`config.mk`:
```
export PLATFORM = sky130hd
export DESIGN_NAME = control_riesgos
export DESIGN_NICKNAME = d
export VERILOG_FILES = /design/src/rtl/control_riesgos_pkg.sv /design/src/rtl/control_riesgos_contador.sv /design/src/rtl/control_riesgos.sv
export SDC_FILE = /design/constraint.sdc
export NUM_CORES = 1
export LEC_CHECK = 0
export CAP_MARGIN = 20
export CORE_MARGIN = 3
export CORE_UTILIZATION = 48
export DETAILED_ROUTE_END_ITERATION = 16
export PLACE_DENSITY = 0.8
export SYNTH_ARGS = -nofsm -noshare
export SYNTH_HDL_FRONTEND = slang
export SYNTH_SLANG_ARGS = --single-unit
```
`constraint.sdc`:
```
create_clock -name clk -period 3.6 [get_ports clk]
set_input_delay 0.72 -clock clk [delete_from_list [all_inputs] [get_ports clk]]
set_output_delay 0.72 -clock clk [all_outputs]
set_load 0.03 [all_outputs]
```
`src/rtl/control_riesgos_pkg.sv`:
```
// Shared constants for the hazard/pipeline-control unit and the pipeline buffers.
// Latency: n/a (declarations only).
// Backpressure: n/a.
package control_riesgos_pkg;

    // Control FSM encoding
    localparam logic [0:0] ST_RUN    = 1'b0;
    localparam logic [0:0] ST_ESPERA = 1'b1;

    // Bit positions inside the M control field of the pipeline buffers
    localparam int M_BRANCH   = 2;
    localparam int M_MEMREAD  = 1;
    localparam int M_MEMWRITE = 0;

    // Control field widths carried by ID/EX and later buffers
    localparam int WB_W = 2;
    localparam int M_W  = 3;
    localparam int EX_W = 4;

    // Load-use hazard: the load in ID/EX writes a register the instruction in ID reads.
    // Register 0 is hard-wired to zero, so a load "into" r0 never creates a dependency.
    function automatic logic riesgo_carga(
        input logic       memread,
        input logic [4:0] rt_carga,
        input logic [4:0] rs_id,
        input logic [4:0] rt_id,
        input logic       usa_rt
    );
        return memread && (rt_carga != 5'd0) &&
               ((rt_carga == rs_id) || (usa_rt && (rt_carga == rt_id)));
    endfunction

endpackage

```
`src/rtl/control_riesgos_contador.sv`:
```
// Saturating event counter: clr by async reset, +1 per enabled edge, sticks at all-ones.
// Latency: count visible one edge after inc_i.
// Backpressure: none; increment requests at saturation are dropped.
// Ports: clk, rst (async active-high), inc_i (increment enable), cnt_o (count).
module contador_sat #(
    parameter int W = 16
) (
    input  logic         clk,
    input  logic         rst,
    input  logic         inc_i,
    output logic [W-1:0] cnt_o
);

    logic [W-1:0] cnt_q;
    logic [W-1:0] cnt_d;

    always_comb begin
        cnt_d = cnt_q;
        if (inc_i && (cnt_q != {W{1'b1}})) begin
            cnt_d = cnt_q + 1'b1;
        end
    end

    always_ff @(posedge clk or posedge rst) begin
        if (rst) begin
            cnt_q <= '0;
        end else begin
            cnt_q <= cnt_d;
        end
    end

    assign cnt_o = cnt_q;

endmodule

```
`src/rtl/control_riesgos.sv`:
```
// Hazard/pipeline-control unit: load-use bubbles, branch flushes, memory-wait freezes.
// Latency: control outputs are combinational; counters/err_timeout update on the next edge.
// Backpressure: mem_wait freezes every pipeline register; a taken branch waits until it drops.
// Ports: IF/ID fields (id_rs, id_rt, id_usa_rt), ID/EX load info (idex_memread, idex_rt),
//        br_tomado, mem_wait in; stage enables/flushes, pc_src, event counters, err_timeout out.
module control_riesgos
    import control_riesgos_pkg::*;
#(
    parameter int CW         = 16,
    parameter int MAX_ESPERA = 64,
    parameter int WW         = 7
) (
    input  logic          clk,
    input  logic          rst,
    input  logic [4:0]    id_rs,
    input  logic [4:0]    id_rt,
    input  logic          id_usa_rt,
    input  logic          idex_memread,
    input  logic [4:0]    idex_rt,
    input  logic          br_tomado,
    input  logic          mem_wait,
    output logic          pc_write,
    output logic          pc_src,
    output logic          ifid_write,
    output logic          idex_write,
    output logic          exmem_write,
    output logic          idex_burbuja,
    output logic          ifid_flush,
    output logic          idex_flush,
    output logic          exmem_flush,
    output logic [CW-1:0] cnt_burbujas,
    output logic [CW-1:0] cnt_vaciados,
    output logic [CW-1:0] cnt_congelado,
    output logic          err_timeout
);

    localparam logic [WW-1:0] ESPERA_MAX = WW'(MAX_ESPERA);

    logic          hz;
    logic          ev_congelo;
    logic          ev_vaciado;
    logic          ev_burbuja;
    logic [0:0]    state_q, state_d;
    logic [WW-1:0] wait_q, wait_d;
    logic          err_q, err_d;

    assign hz = riesgo_carga(idex_memread, idex_rt, id_rs, id_rt, id_usa_rt);

    // Priority: reset > freeze > taken branch > load-use > normal.
    // A taken branch beats a hazard because the dependent instruction is on the wrong path.
    assign ev_congelo = !rst && mem_wait;
    assign ev_vaciado = !rst && !mem_wait && br_tomado;
    assign ev_burbuja = !rst && !mem_wait && !br_tomado && hz;

    always_comb begin
        pc_write     = 1'b1;
        pc_src       = 1'b0;
        ifid_write   = 1'b1;
        idex_write   = 1'b1;
        exmem_write  = 1'b1;
        idex_burbuja = 1'b0;
        ifid_flush   = 1'b0;
        idex_flush   = 1'b0;
        exmem_flush  = 1'b0;
        if (rst) begin
            pc_write    = 1'b0;
            ifid_write  = 1'b0;
            idex_write  = 1'b0;
            exmem_write = 1'b0;
            ifid_flush  = 1'b1;
            idex_flush  = 1'b1;
            exmem_flush = 1'b1;
        end else if (mem_wait) begin
            // Everything holds, including EX/MEM, so br_tomado persists and is
            // serviced on the first cycle the memory is ready.
            pc_write    = 1'b0;
            ifid_write  = 1'b0;
            idex_write  = 1'b0;
            exmem_write = 1'b0;
        end else if (br_tomado) begin
            pc_src      = 1'b1;
            ifid_flush  = 1'b1;
            idex_flush  = 1'b1;
            exmem_flush = 1'b1;
        end else if (hz) begin
            // Hold PC and IF/ID, let a bubble into ID/EX; next cycle the load sits
            // in EX/MEM so the hazard clears without extra state.
            pc_write     = 1'b0;
            ifid_write   = 1'b0;
            idex_burbuja = 1'b1;
        end
    end

    // Freeze tracking: the wait counter restarts on entry to ESPERA and saturates.
    always_comb begin
        state_d = mem_wait ? ST_ESPERA : ST_RUN;
        wait_d  = '0;
        if (mem_wait) begin
            if (state_q == ST_RUN) begin
                wait_d = WW'(1);
            end else if (wait_q != ESPERA_MAX) begin
                wait_d = wait_q + 1'b1;
            end else begin
                wait_d = wait_q;
            end
        end
        // Sticky; it only reports, the freeze continues while mem_wait holds.
        err_d = err_q || (mem_wait && (wait_q == ESPERA_MAX));
    end

    always_ff @(posedge clk or posedge rst) begin
        if (rst) begin
            state_q <= ST_RUN;
            wait_q  <= '0;
            err_q   <= 1'b0;
        end else begin
            state_q <= state_d;
            wait_q  <= wait_d;
            err_q   <= err_d;
        end
    end

    assign err_timeout = err_q;

    contador_sat #(.W(CW)) u_cnt_burbujas (
        .clk   (clk),
        .rst   (rst),
        .inc_i (ev_burbuja),
        .cnt_o (cnt_burbujas)
    );

    contador_sat #(.W(CW)) u_cnt_vaciados (
        .clk   (clk),
        .rst   (rst),
        .inc_i (ev_vaciado),
        .cnt_o (cnt_vaciados)
    );

    contador_sat #(.W(CW)) u_cnt_congelado (
        .clk   (clk),
        .rst   (rst),
        .inc_i (ev_congelo),
        .cnt_o (cnt_congelado)
    );

endmodule

```
Word level (Yosys, flattened, before mapping)
Cells that the tools add are included.
{"block": "word_totals", "elab_cells": 54, "input_bits": 21, "reg_bits": 57}
{"block": "op_classes", "add_sub_neg": 4, "eq_ne": 8, "n_mux": 18, "n_reduce_logical": 18}
{"cell": "adder 16 x 1 -> 16 bit (second input constant)", "count": 3}
{"cell": "inequality test 16 bit (second input constant)", "count": 3}
{"cell": "two-way mux 7 bit", "count": 3}
{"cell": "two-way mux 1 bit", "count": 15}
{"cell": "logical AND 1 bit", "count": 12}
{"cell": "equality test 5 bit", "count": 2}
{"cell": "adder 7 x 1 -> 7 bit (second input constant)", "count": 1}
{"cell": "equality test 7 bit (second input constant)", "count": 1}
{"cell": "inequality test 7 bit (second input constant)", "count": 1}
{"cell": "nonzero test 5 bit", "count": 1}
{"cell": "zero test 1 bit", "count": 3}
{"cell": "inequality test 3 x 2 -> 1 bit (second input constant)", "count": 1}
{"cell": "logical OR 1 bit", "count": 2}

Logic depth before layout (Yosys ltp)
Gate-level depths: netlist (run 1).
{"block": "depth", "ltp_word": 8, "depth_mapped": 7, "ltp_nobuf": 6}

Hierarchy
Synthesis (run 1) repeated with hierarchy kept, for this count alone.
{"block": "unflattened", "hier_cells": 283, "hier_area_um2": 3055.4}
{"module": "contador_sat", "n_inst": 3, "area_per_inst_um2": 805.8, "cells_each": 71}
{"module": "control_riesgos", "n_inst": 1, "area_per_inst_um2": 638.1, "cells_each": 70}

Worst setup path after synthesis (run 1)
Ideal clock, no wire load.
{"block": "synth_timing", "kind": "input-to-output", "startpoint": "in rst", "endpoint": "out idex_flush", "cell_stages": 3, "t_arrival_ps": 3198, "setup_slack_ps": -318, "cell_sequence": "inv_1 -> o21ai_0 -> buf_4"}
{"block": "synth_via", "elab_chain_cells": 1}
{"element": "start: declaration", "line": "control_riesgos.sv:14", "source": "input logic rst,"}
{"element": "two-way mux 1 bit"}
{"element": "end: declaration", "line": "control_riesgos.sv:29", "source": "output logic idex_flush,"}
No other way between the ends.

Worst setup path after layout (run 1)
{"block": "layout_timing", "startpoint": "in idex_rt[3]", "endpoint": "out pc_write"}
{"block": "layout_via", "elab_chain_cells": 8}
{"element": "start: declaration", "line": "control_riesgos.sv:19", "source": "input logic [4:0] idex_rt,"}
{"element": "equality test 5 bit", "line": "control_riesgos_pkg.sv:30", "source": "((rt_carga == rs_id) || (usa_rt && (rt_carga == rt_id)));"}
{"element": "logical AND 1 bit", "line": "control_riesgos_pkg.sv:30"}
{"element": "logical OR 1 bit", "line": "control_riesgos_pkg.sv:30"}
{"element": "logical AND 1 bit (*)", "line": "control_riesgos_pkg.sv:29", "source": "return memread && (rt_carga != 5'd0) &&"}
{"element": "two-way mux 1 bit (*)", "line": "control_riesgos.sv:85", "source": "end else if (hz) begin"}
{"element": "two-way mux 1 bit (*)", "line": "control_riesgos.sv:80", "source": "end else if (br_tomado) begin"}
{"element": "two-way mux 1 bit (*)", "line": "control_riesgos.sv:73", "source": "end else if (mem_wait) begin"}
{"element": "two-way mux 1 bit (*)", "line": "control_riesgos.sv:65", "source": "if (rst) begin"}
{"element": "end: declaration", "line": "control_riesgos.sv:22", "source": "output logic pc_write,"}
Every way passes the cells marked *; elsewhere a longest branch is shown, timed or not.

==> metrics.txt, run 1 <==
outcome complete, no violations; initial antenna violation count 0; grt ovf 0; DP HPWL 4.96 mm; H-tree levels 3; Worst Skew 0.00730 ns; post-route antenna net violation count 0; final hold vios 0; area leader, netlist dfrtp_1; most common cell in the netlist dfrtp_1; initial drt markers 98; Synth async-reset ratio 100%; Tightest Hold Check Type flop to flop; cell count after synthesis 282; Port Buffers 78; Diodes inserted 0; mapped cell area 0.00292 sq mm; Post-route DRC 0; P&R area growth vs syn 36.7%; die height 84.0 um; Die Span X 84.0 um; final cell count without fillers 445; Critical Path End Type output port; Max Root-Sink Buffers 2; crit path cell chain clkdlybuf4s50_1 > or4_1 > o211ai_2 > nor2b_1 > nor2_1 > clkdlybuf4s50_1; Finished Core Util 70.0%; Yosys cell types 42; Crit path top cell by count clkdlybuf4s50_1; fin. max-slew vios 0; fin crit period 3.48 ns; Pre-Repair DR Iteration Count 4; Synth area leaders dfrtp_1, xnor2_1, nand3_1; Pwr Density 473 mW/mm^2; Tcrit/Tclk final 96.6%; fill count 437; Post-Route WL 6.76 mm; Worst Path Buf+Inv 2; routability cong. 0.824; post-synthesis sequential area ratio 48.8%; total negative slack 0 ns; Post-synth EDFFs 0; Max VDD drop 0.000449 V; first-pass GRT wire length 11.8 mm; vias in the first global route 2526; Worst slew margin 52.6%; max incr delay on CP 0.70 ns; RSZ-0062 raised after global routing no; Setup Fix Bufs, Post-CTS 0; Commonest cells post-synth dfrtp_1, xnor2_1, nand3_1; post-cts sizing count 0; Post-Syn Area per Cell 10.4 sq um; Core Region 0.00571 sq mm; die area 0.00706 sq mm; Clk pin slew, worst setup/hold paths 0.06 ns; worst endpoint required time 2.88 ns; Pleak 0.00165 uW; CTS tree done; element type at the critical path start input pin; YS warnings 0; Final Power 1890 uW; root buffer cell clkbuf_8; max_cap viols 0; post-synth net total 308; layout cells sized above 1 9.92%; Placed Instances 430; worst path arrival time 2.76 ns; Sink Count 57; Initial Util 51.2%; num rows 27; Tightest Pin Transition 0.711 ns; CP top delay family buffers and inverters; Yosys top cell area share 48.8%; total CTS buffers 9; largest net degree at the start of global routing 58; Worst-Skew Late Latency 0.33 ns; kind of critical path input pin to output port; gr usage total 20.8%; Post-synth top flop dfrtp_1; WL/cell 15.2 um; largest fanout on the critical path 3; hold buffer count at CTS 0; Vias 2417; IO Pins 79; Final Setup Violations 0; nets 395; Yosys reg bits 57; Vias/cell 5.43; Worst path slowest cell clkdlybuf4s50_1; Max Freq 288 MHz
## cell type report
class / count / area (sq um) / area share [%]
repair buffers: 84 / 816 / 20.4
clock inverters: 5 / 80.1 / 2.00
inverters: 8 / 33.8 / 0.845
clock buffers: 10 / 138 / 3.44
flip-flops and latches: 57 / 1430 / 35.7
multi-input cells: 209 / 1410 / 35.3
well taps: 72 / 90.1 / 2.25
## layout by cell type, fill, tap and decap left out, types with 2 or more instances in the layout
cell type,instances
mux2_2,3
a21oi_1,3
xnor2_1,47
ha_1,5
bufinv_16,2
inv_1,6
dfrtp_1,57
nor2_1,21
nand2_1,22
mux2i_1,2
buf_4,10
nand4_1,19
a21boi_0,2
or2_2,2
o21a_1,2
and3_1,12
nand3_1,25
clkbuf_8,10
nor3_1,7
clkdlybuf4s50_1,74
nor4_1,6
and4_1,2
clkinvlp_4,3
xor2_1,10
nor2b_1,2
## worst reg2reg max path, stage by stage (launching register included)
cell and delay (ns):
dfrtp_1 0.43, ha_1 0.22, nand4_1 0.23, nor4_2 0.48
nor2_2 0.18, nand3_1 0.16, mux2_2 0.35
## stage by stage
stage	worst slack (ns)	area (sq um)	hold WS (ns)
final	0.122	4000	0.455
after global placement	0.171	3780	0.437
after floorplan	0.344	2930	0.429
after global routing	0.00231	4000	0.483
after CTS	0.112	4000	0.454
after detailed placement	0.116	3780	0.446
## logic make-up (layout without fill, tap and decap cells)
group,after synthesis,after routing,share of synthesized area (%)
AOI/OAI and AO/OA,13,13,3.30
xor gates and xnor gates,57,57,17.1
and+or+nand+nor,128,128,23.5
muxes,6,6,2.35
buffers and inverters,16,107,2.87
DFF,57,57,48.8
adders and majority gates,5,5,2.14
## layer usage
metal  GRT usage (%)  routed length (um)  up-vias
met1            24.8                2800     1179
met3            6.42                 249       10
met2            34.9                3600       68
li1                -                   -     1160
met4            8.04                 110        0
met5               0                   0        -
## report_power, final
part / leakage (uW) / total (uW) / switching [uW] / internal, uW
sequential: 0.000768 / 793 / 89.5 / 703
clock: 0.000104 / 653 / 250 / 403
combinational: 0.000773 / 444 / 240 / 204
total: 0.00165 / 1890 / 580 / 1310
## flip-flops by register name, summed over array words and instances, names as in the netlist
| signal | count |
|---|---|
| state_q | 1 |
| wait_q | 7 |
| u_cnt_burbujas.cnt_o | 16 |
| u_cnt_congelado.cnt_o | 16 |
| u_cnt_vaciados.cnt_o | 16 |
| err_timeout | 1 |
## worst paths after layout
kind / from / to / slack (ns) / cells after the start
min in group asynchronous: rst / wait_q[3]$_DFFE_PP0P_ / 1.02 / 3
worst max-delay path: idex_rt[3] / pc_write / 0.12 / 6
worst min register to register: state_q$_DFF_PP0_ / wait_q[0]$_DFFE_PP0P_ / 0.46 / 1
max in group asynchronous: rst / u_cnt_burbujas.cnt_o[14]$_DFFE_PP0P_ / 2.11 / 3
worst max register to register: u_cnt_burbujas.cnt_o[0]$_DFFE_PP0P_ / u_cnt_burbujas.cnt_o[1]$_DFFE_PP0P_ / 1.43 / 6
worst min-delay path: state_q$_DFF_PP0_ / wait_q[0]$_DFFE_PP0P_ / 0.46 / 1
Power figures use the tool's default switching activity.
==> run 2: changes to the inputs <==
--- a/config.mk
+++ b/config.mk
@@ -6,7 +6,7 @@
 export NUM_CORES = 1
 export LEC_CHECK = 0
 export CAP_MARGIN = 20
-export CORE_MARGIN = 3
+export CORE_MARGIN = 8
 export CORE_UTILIZATION = 48
 export DETAILED_ROUTE_END_ITERATION = 16
 export PLACE_DENSITY = 0.8
==> run 2 against run 1 <==
Critical path type unchanged. Die area grew 25%. Sequential power is essentially flat. Sequential share of layout area is 0.20 points lower. Clock power is 3.2% higher. Sequential cell count unchanged. Via count stayed put. Routed wire length up 6.3%. First-iteration DRC count decreased by 5.1%. Critical endpoint is now ifid_write. Cell area up 0.56%.
==> metrics.txt, run 2 (same netlist as run 1, synthesis figures left out) <==
outcome complete, no violations; total negative slack 0 ns; Tcrit/Tclk final 96.7%; Vias/cell 5.37; Post-route DRC 0; Tightest Pin Transition 0.698 ns; nets 396; placed cell areas 0.00379 sq mm; Setup Fix Bufs, Post-CTS 0; grt ovf 0; Multi-input gate area 0.00141 sq mm; first-pass GRT wire length 11.9 mm; Core Region 0.00592 sq mm; Initial Util 49.4%; Placed Instances 434; hold path endpoint wait_q[0]$_DFFE_PP0P_; Worst slew margin 53.5%; Port Buffers 78; total CTS buffers 9; Vias 2417; HP Start state_q$_DFF_PP0_; Diodes inserted 0; Max VDD drop 0.000389 V; FF/Latch Area 0.00143 sq mm; RSZ-0062 raised after global routing no; Sink Count 57; Max Root-Sink Buffers 2; root buffer cell clkbuf_8; num rows 28; largest net degree at the start of global routing 58; worst path arrival time 2.76 ns; fin crit period 3.48 ns; Critical Path End Type output port; hold buffer count at CTS 0; CTS tree done; post-route antenna net violation count 0; most frequent cells in the layout clkdlybuf4s50_1, dfrtp_1, xnor2_1, nand3_1, nand2_1; gr usage total 16.9%; WL/cell 16.0 um; Clk pin slew, worst setup/hold paths 0.07 ns; commonest non-fill, non-tap cell in the layout clkdlybuf4s50_1; Final Cell Area 0.00402 sq mm; Pre-Repair DR Iteration Count 4; die area 0.00884 sq mm; DP HPWL 5.34 mm; layout cells sized above 1 10.4%; Die Span X 94.0 um; crit path from idex_rt[3]; post-cts sizing count 0; reg-to-reg slack, setup 1.36 ns; Reg2Reg Depth 6; vias in the first global route 2487; element type at the critical path start input pin; Worst-Skew Late Latency 0.32 ns; IO Pins 79; Post-Route WL 7.19 mm; Pleak 0.00166 uW; Tightest Hold Check Type flop to flop; kind of critical path input pin to output port; final hold vios 0; die height 94.0 um; fin. max-slew vios 0; initial drt markers 93; Final Setup Violations 0; fill count 476; largest fanout on the critical path 3; routability cong. 0.884; hold path depth 1; Pwr Density 478 mW/mm^2; r2r endpoint u_cnt_burbujas.cnt_o[1]$_DFFE_PP0P_; Worst R2R Start u_cnt_burbujas.cnt_o[0]$_DFFE_PP0P_; worst endpoint required time 2.88 ns; P&R area growth vs syn 37.5%; H-tree levels 3; initial antenna violation count 0; max_cap viols 0; final cell count without fillers 450; Worst Skew 0.00665 ns; Max Freq 287 MHz
-- run 2: cell count changes in the layout (fill, tap and decap cells not counted), sizes merged --
cell      delta
clkinvlp     -1
clkinv       +1
buf          +1
clkbuf       +1
-- run 2: report_power, final --
| part | internal [uW] | total, uW | switching (uW) |
|---|---|---|---|
| clock | 425 | 674 | 249 |
| combinational | 206 | 453 | 247 |
| sequential | 703 | 793 | 89.6 |
-- run 2: worst max-delay path: stages --
cell and delay [ns]:
clkdlybuf4s50_1 0.47, or4_1 0.51, o211ai_2 0.17, nor2b_1 0.07, nor2_1 0.12, clkdlybuf4s50_1 0.70
-- run 2: worst max-delay path by stage --
| stage | endpoint | slack (ns) | cells past startpoint |
|---|---|---|---|
| after CTS | ifid_write | 0.12 | 6 |
| after global placement | pc_write | 0.16 | 6 |
| after floorplan | idex_flush | 0.34 | 3 |
| final | ifid_write | 0.12 | 6 |
| after global routing | pc_write | 0.04 | 6 |
| after detailed placement | ifid_write | 0.12 | 6 |
-- run 2: cell type report --
type / instances / share of cell area [%]
flip-flops and latches: 57 / 35.5
clock buffers: 11 / 3.77
well taps: 75 / 2.33
inverters: 8 / 0.841
repair buffers: 85 / 20.5
clock inverters: 5 / 1.93
multi-input cells: 209 / 35.1
-- run 2: per-stage QoR --
stage,hold WS [ns],utilization (%),worst slack [ns],power (uW)
6_report,0.444,67.9,0.118,1920
5_1_grt,0.493,67.9,0.0379,2010
4_1_cts,0.448,67.9,0.120,1940
3_5_place_dp,0.452,64.0,0.125,1260
3_3_place_gp,0.432,64.0,0.160,1240
2_1_floorplan,0.429,-,0.344,1050
-- run 2: per-layer routing --
metal  part of all wire (%)  track usage (%)
met1                     42             19.9
met2                     51             28.2
met3                    4.0             3.44
met4                    2.7             8.98
met5                      0                0
==> run 3: changes to the inputs <==
--- a/config.mk
+++ b/config.mk
@@ -7,9 +7,10 @@
 export LEC_CHECK = 0
 export CAP_MARGIN = 20
 export CORE_MARGIN = 8
-export CORE_UTILIZATION = 48
+export CORE_UTILIZATION = 44
 export DETAILED_ROUTE_END_ITERATION = 16
-export PLACE_DENSITY = 0.8
+export GPL_TIMING_DRIVEN = 0
+export PLACE_DENSITY = 0.77
 export SYNTH_ARGS = -nofsm -noshare
 export SYNTH_HDL_FRONTEND = slang
 export SYNTH_SLANG_ARGS = --single-unit
==> constraint.sdc (replaced) <==
create_clock -name clk -period 3.05 [get_ports clk]
set_input_delay 0.61 -clock clk [delete_from_list [all_inputs] [get_ports clk]]
set_output_delay 0.61 -clock clk [all_outputs]
set_load 0.03 [all_outputs]
==> run 3 against run 2 <==
Sequential power grew 18%. Cell count grew 1.8%. Register-to-register slack lost 0.55 ns. First-iteration DRC count shrank 8.6%. Worst hold slack gained 0.013 ns. Power grew 21%. Non-clock buffer count grew 5. Clock skew grew 0.0016 ns. Core utilization shrank 3.4 points. Critical path type unchanged. Largest power group unchanged.
==> metrics.txt, run 3 (same netlist as run 1, synthesis figures left out) <==
die area 0.00951 sq mm; max incr delay on CP 0.52 ns; Place WS -0.756 ns; CTS tree done; nets 402; HP Start err_timeout$_DFF_PP0_; crit path cell chain clkdlybuf4s50_1 > or4_4 > o211ai_4 > nor2b_1 > nor2_2 > buf_4 > clkbuf_4; Vias 2437; placed cell areas 0.00382 sq mm; GR peak layer met2; Worst-Skew Late Latency 0.34 ns; Clk pin slew, worst setup/hold paths 0.07 ns; Final WS setup 0.118 ns; Post-Route WL 7.10 mm; hold path depth 1; r2r endpoint u_cnt_burbujas.cnt_o[1]$_DFFE_PP0P_; DP HPWL 5.08 mm; worst path arrival time 2.32 ns; worst endpoint required time 2.44 ns; Tightest Hold Check Type flop to flop; fill count 530; Max Root-Sink Buffers 2; first-pass GRT wire length 12.2 mm; outcome complete, no violations; kind of critical path input pin to output port; vias in the first global route 2465; commonest non-fill, non-tap cell in the layout clkdlybuf4s50_1; Worst Path Buf+Inv 3; Final Power 2330 uW; P&R area growth vs syn 40.9%; hold path endpoint err_timeout$_DFF_PP0_; IO Pins 79; Diodes inserted 0; Final Setup Violations 0; Sink Count 57; Port Buffers 78; Max Freq 341 MHz; Finished Core Util 64.5%; WL/cell 15.5 um; Critical Path End Type output port; hold buffer count at CTS 0; num rows 29; Worst R2R Start u_cnt_burbujas.cnt_o[0]$_DFFE_PP0P_; die height 97.5 um; max_cap viols 0; fin. max-slew vios 0; Tcrit/Tclk final 96.1%; total CTS buffers 9; largest net degree at the start of global routing 30; Worst Skew 0.00822 ns; Vias/cell 5.32; Placed Instances 438; Reg2Reg Depth 6; Tightest Pin Transition 0.689 ns; initial drt markers 85; gr usage total 15.5%; Pwr Density 566 mW/mm^2; initial antenna violation count 0; CP top delay family buffers and inverters; GR Util met1 17.2%; Die Span X 97.5 um; Worst path slowest cell or4_4; most frequent cells in the layout clkdlybuf4s50_1, dfrtp_1, xnor2_1, nand3_1, nand2_1; final hold vios 0; reg-to-reg slack, setup 0.81 ns; Worst slew margin 53.8%; GR Util met3 5.83%; Post-route DRC 0; RSZ-0062 raised after global routing no; grt ovf 0; Pleak 0.00173 uW; Pre-Repair DR Iteration Count 4; post-route antenna net violation count 0; Initial Util 45.8%; element type at the critical path start input pin; fin crit period 2.93 ns; final cell count without fillers 458; layout cells sized above 1 12.6%; grt met2 use 26.9%; routability cong. 0.849; Max VDD drop 0.000450 V; Final Cell Area 0.00412 sq mm; H-tree levels 3; root buffer cell clkbuf_8; Core Region 0.00639 sq mm; largest fanout on the critical path 3
-- run 3: where the power goes --
| part | switching [uW] | internal (uW) | total (uW) |
|---|---|---|---|
| sequential | 105 | 830 | 935 |
| clock | 318 | 542 | 860 |
| combinational | 291 | 246 | 537 |
-- run 3: metrics by stage --
step	TNS (ns)	hold slack (ns)
global placement	-5.86	0.434
finish	0	0.457
CTS	0	0.465
detailed placement	-5.02	0.447
global route	0	0.495
floorplan	0	0.429
-- run 3: worst max path at each step --
stage | startpoint | endpoint | slack, ns | cells after the start
floorplan | rst | idex_flush | 0.01 | 3
global route | idex_rt[3] | pc_write | 0.03 | 7
CTS | idex_rt[1] | ifid_write | 0.008 | 6
global placement | rst | ifid_flush | -1.14 | 5
finish | idex_rt[3] | pc_write | 0.12 | 7
detailed placement | rst | ifid_flush | -0.76 | 6
-- run 3: repair_timing --
item,4_1_cts,5_1_grt
endpoints found under the setup margin,9,3
gates cloned,1,0
setup buffers,4,0
resized for setup,24,8
pin swaps,2,0
-- run 3: area by class of cell --
type / instances / area, sq um / area share [%]
buffer: 7 / 52.6 / 1.28
clock buffer: 9 / 124 / 3.01
sequential: 57 / 1430 / 34.6
inverter: 8 / 35.0 / 0.851
timing repair buffer: 83 / 816 / 19.8
multi-input combinational: 209 / 1440 / 35.1
tap: 77 / 96.3 / 2.34
timing repair inverter: 1 / 5.00 / 0.122
clock inverter: 7 / 119 / 2.89
-- run 3: per-layer routing --
layer / part of all wire (%) / vias to the layer above / wire length (um)
met4: 1.3 / 0 / 95
met1: 40 / 1188 / 2870
met5: 0 / - / 0
met3: 5.7 / 9 / 407
li1: - / 1179 / -
met2: 52 / 61 / 3720
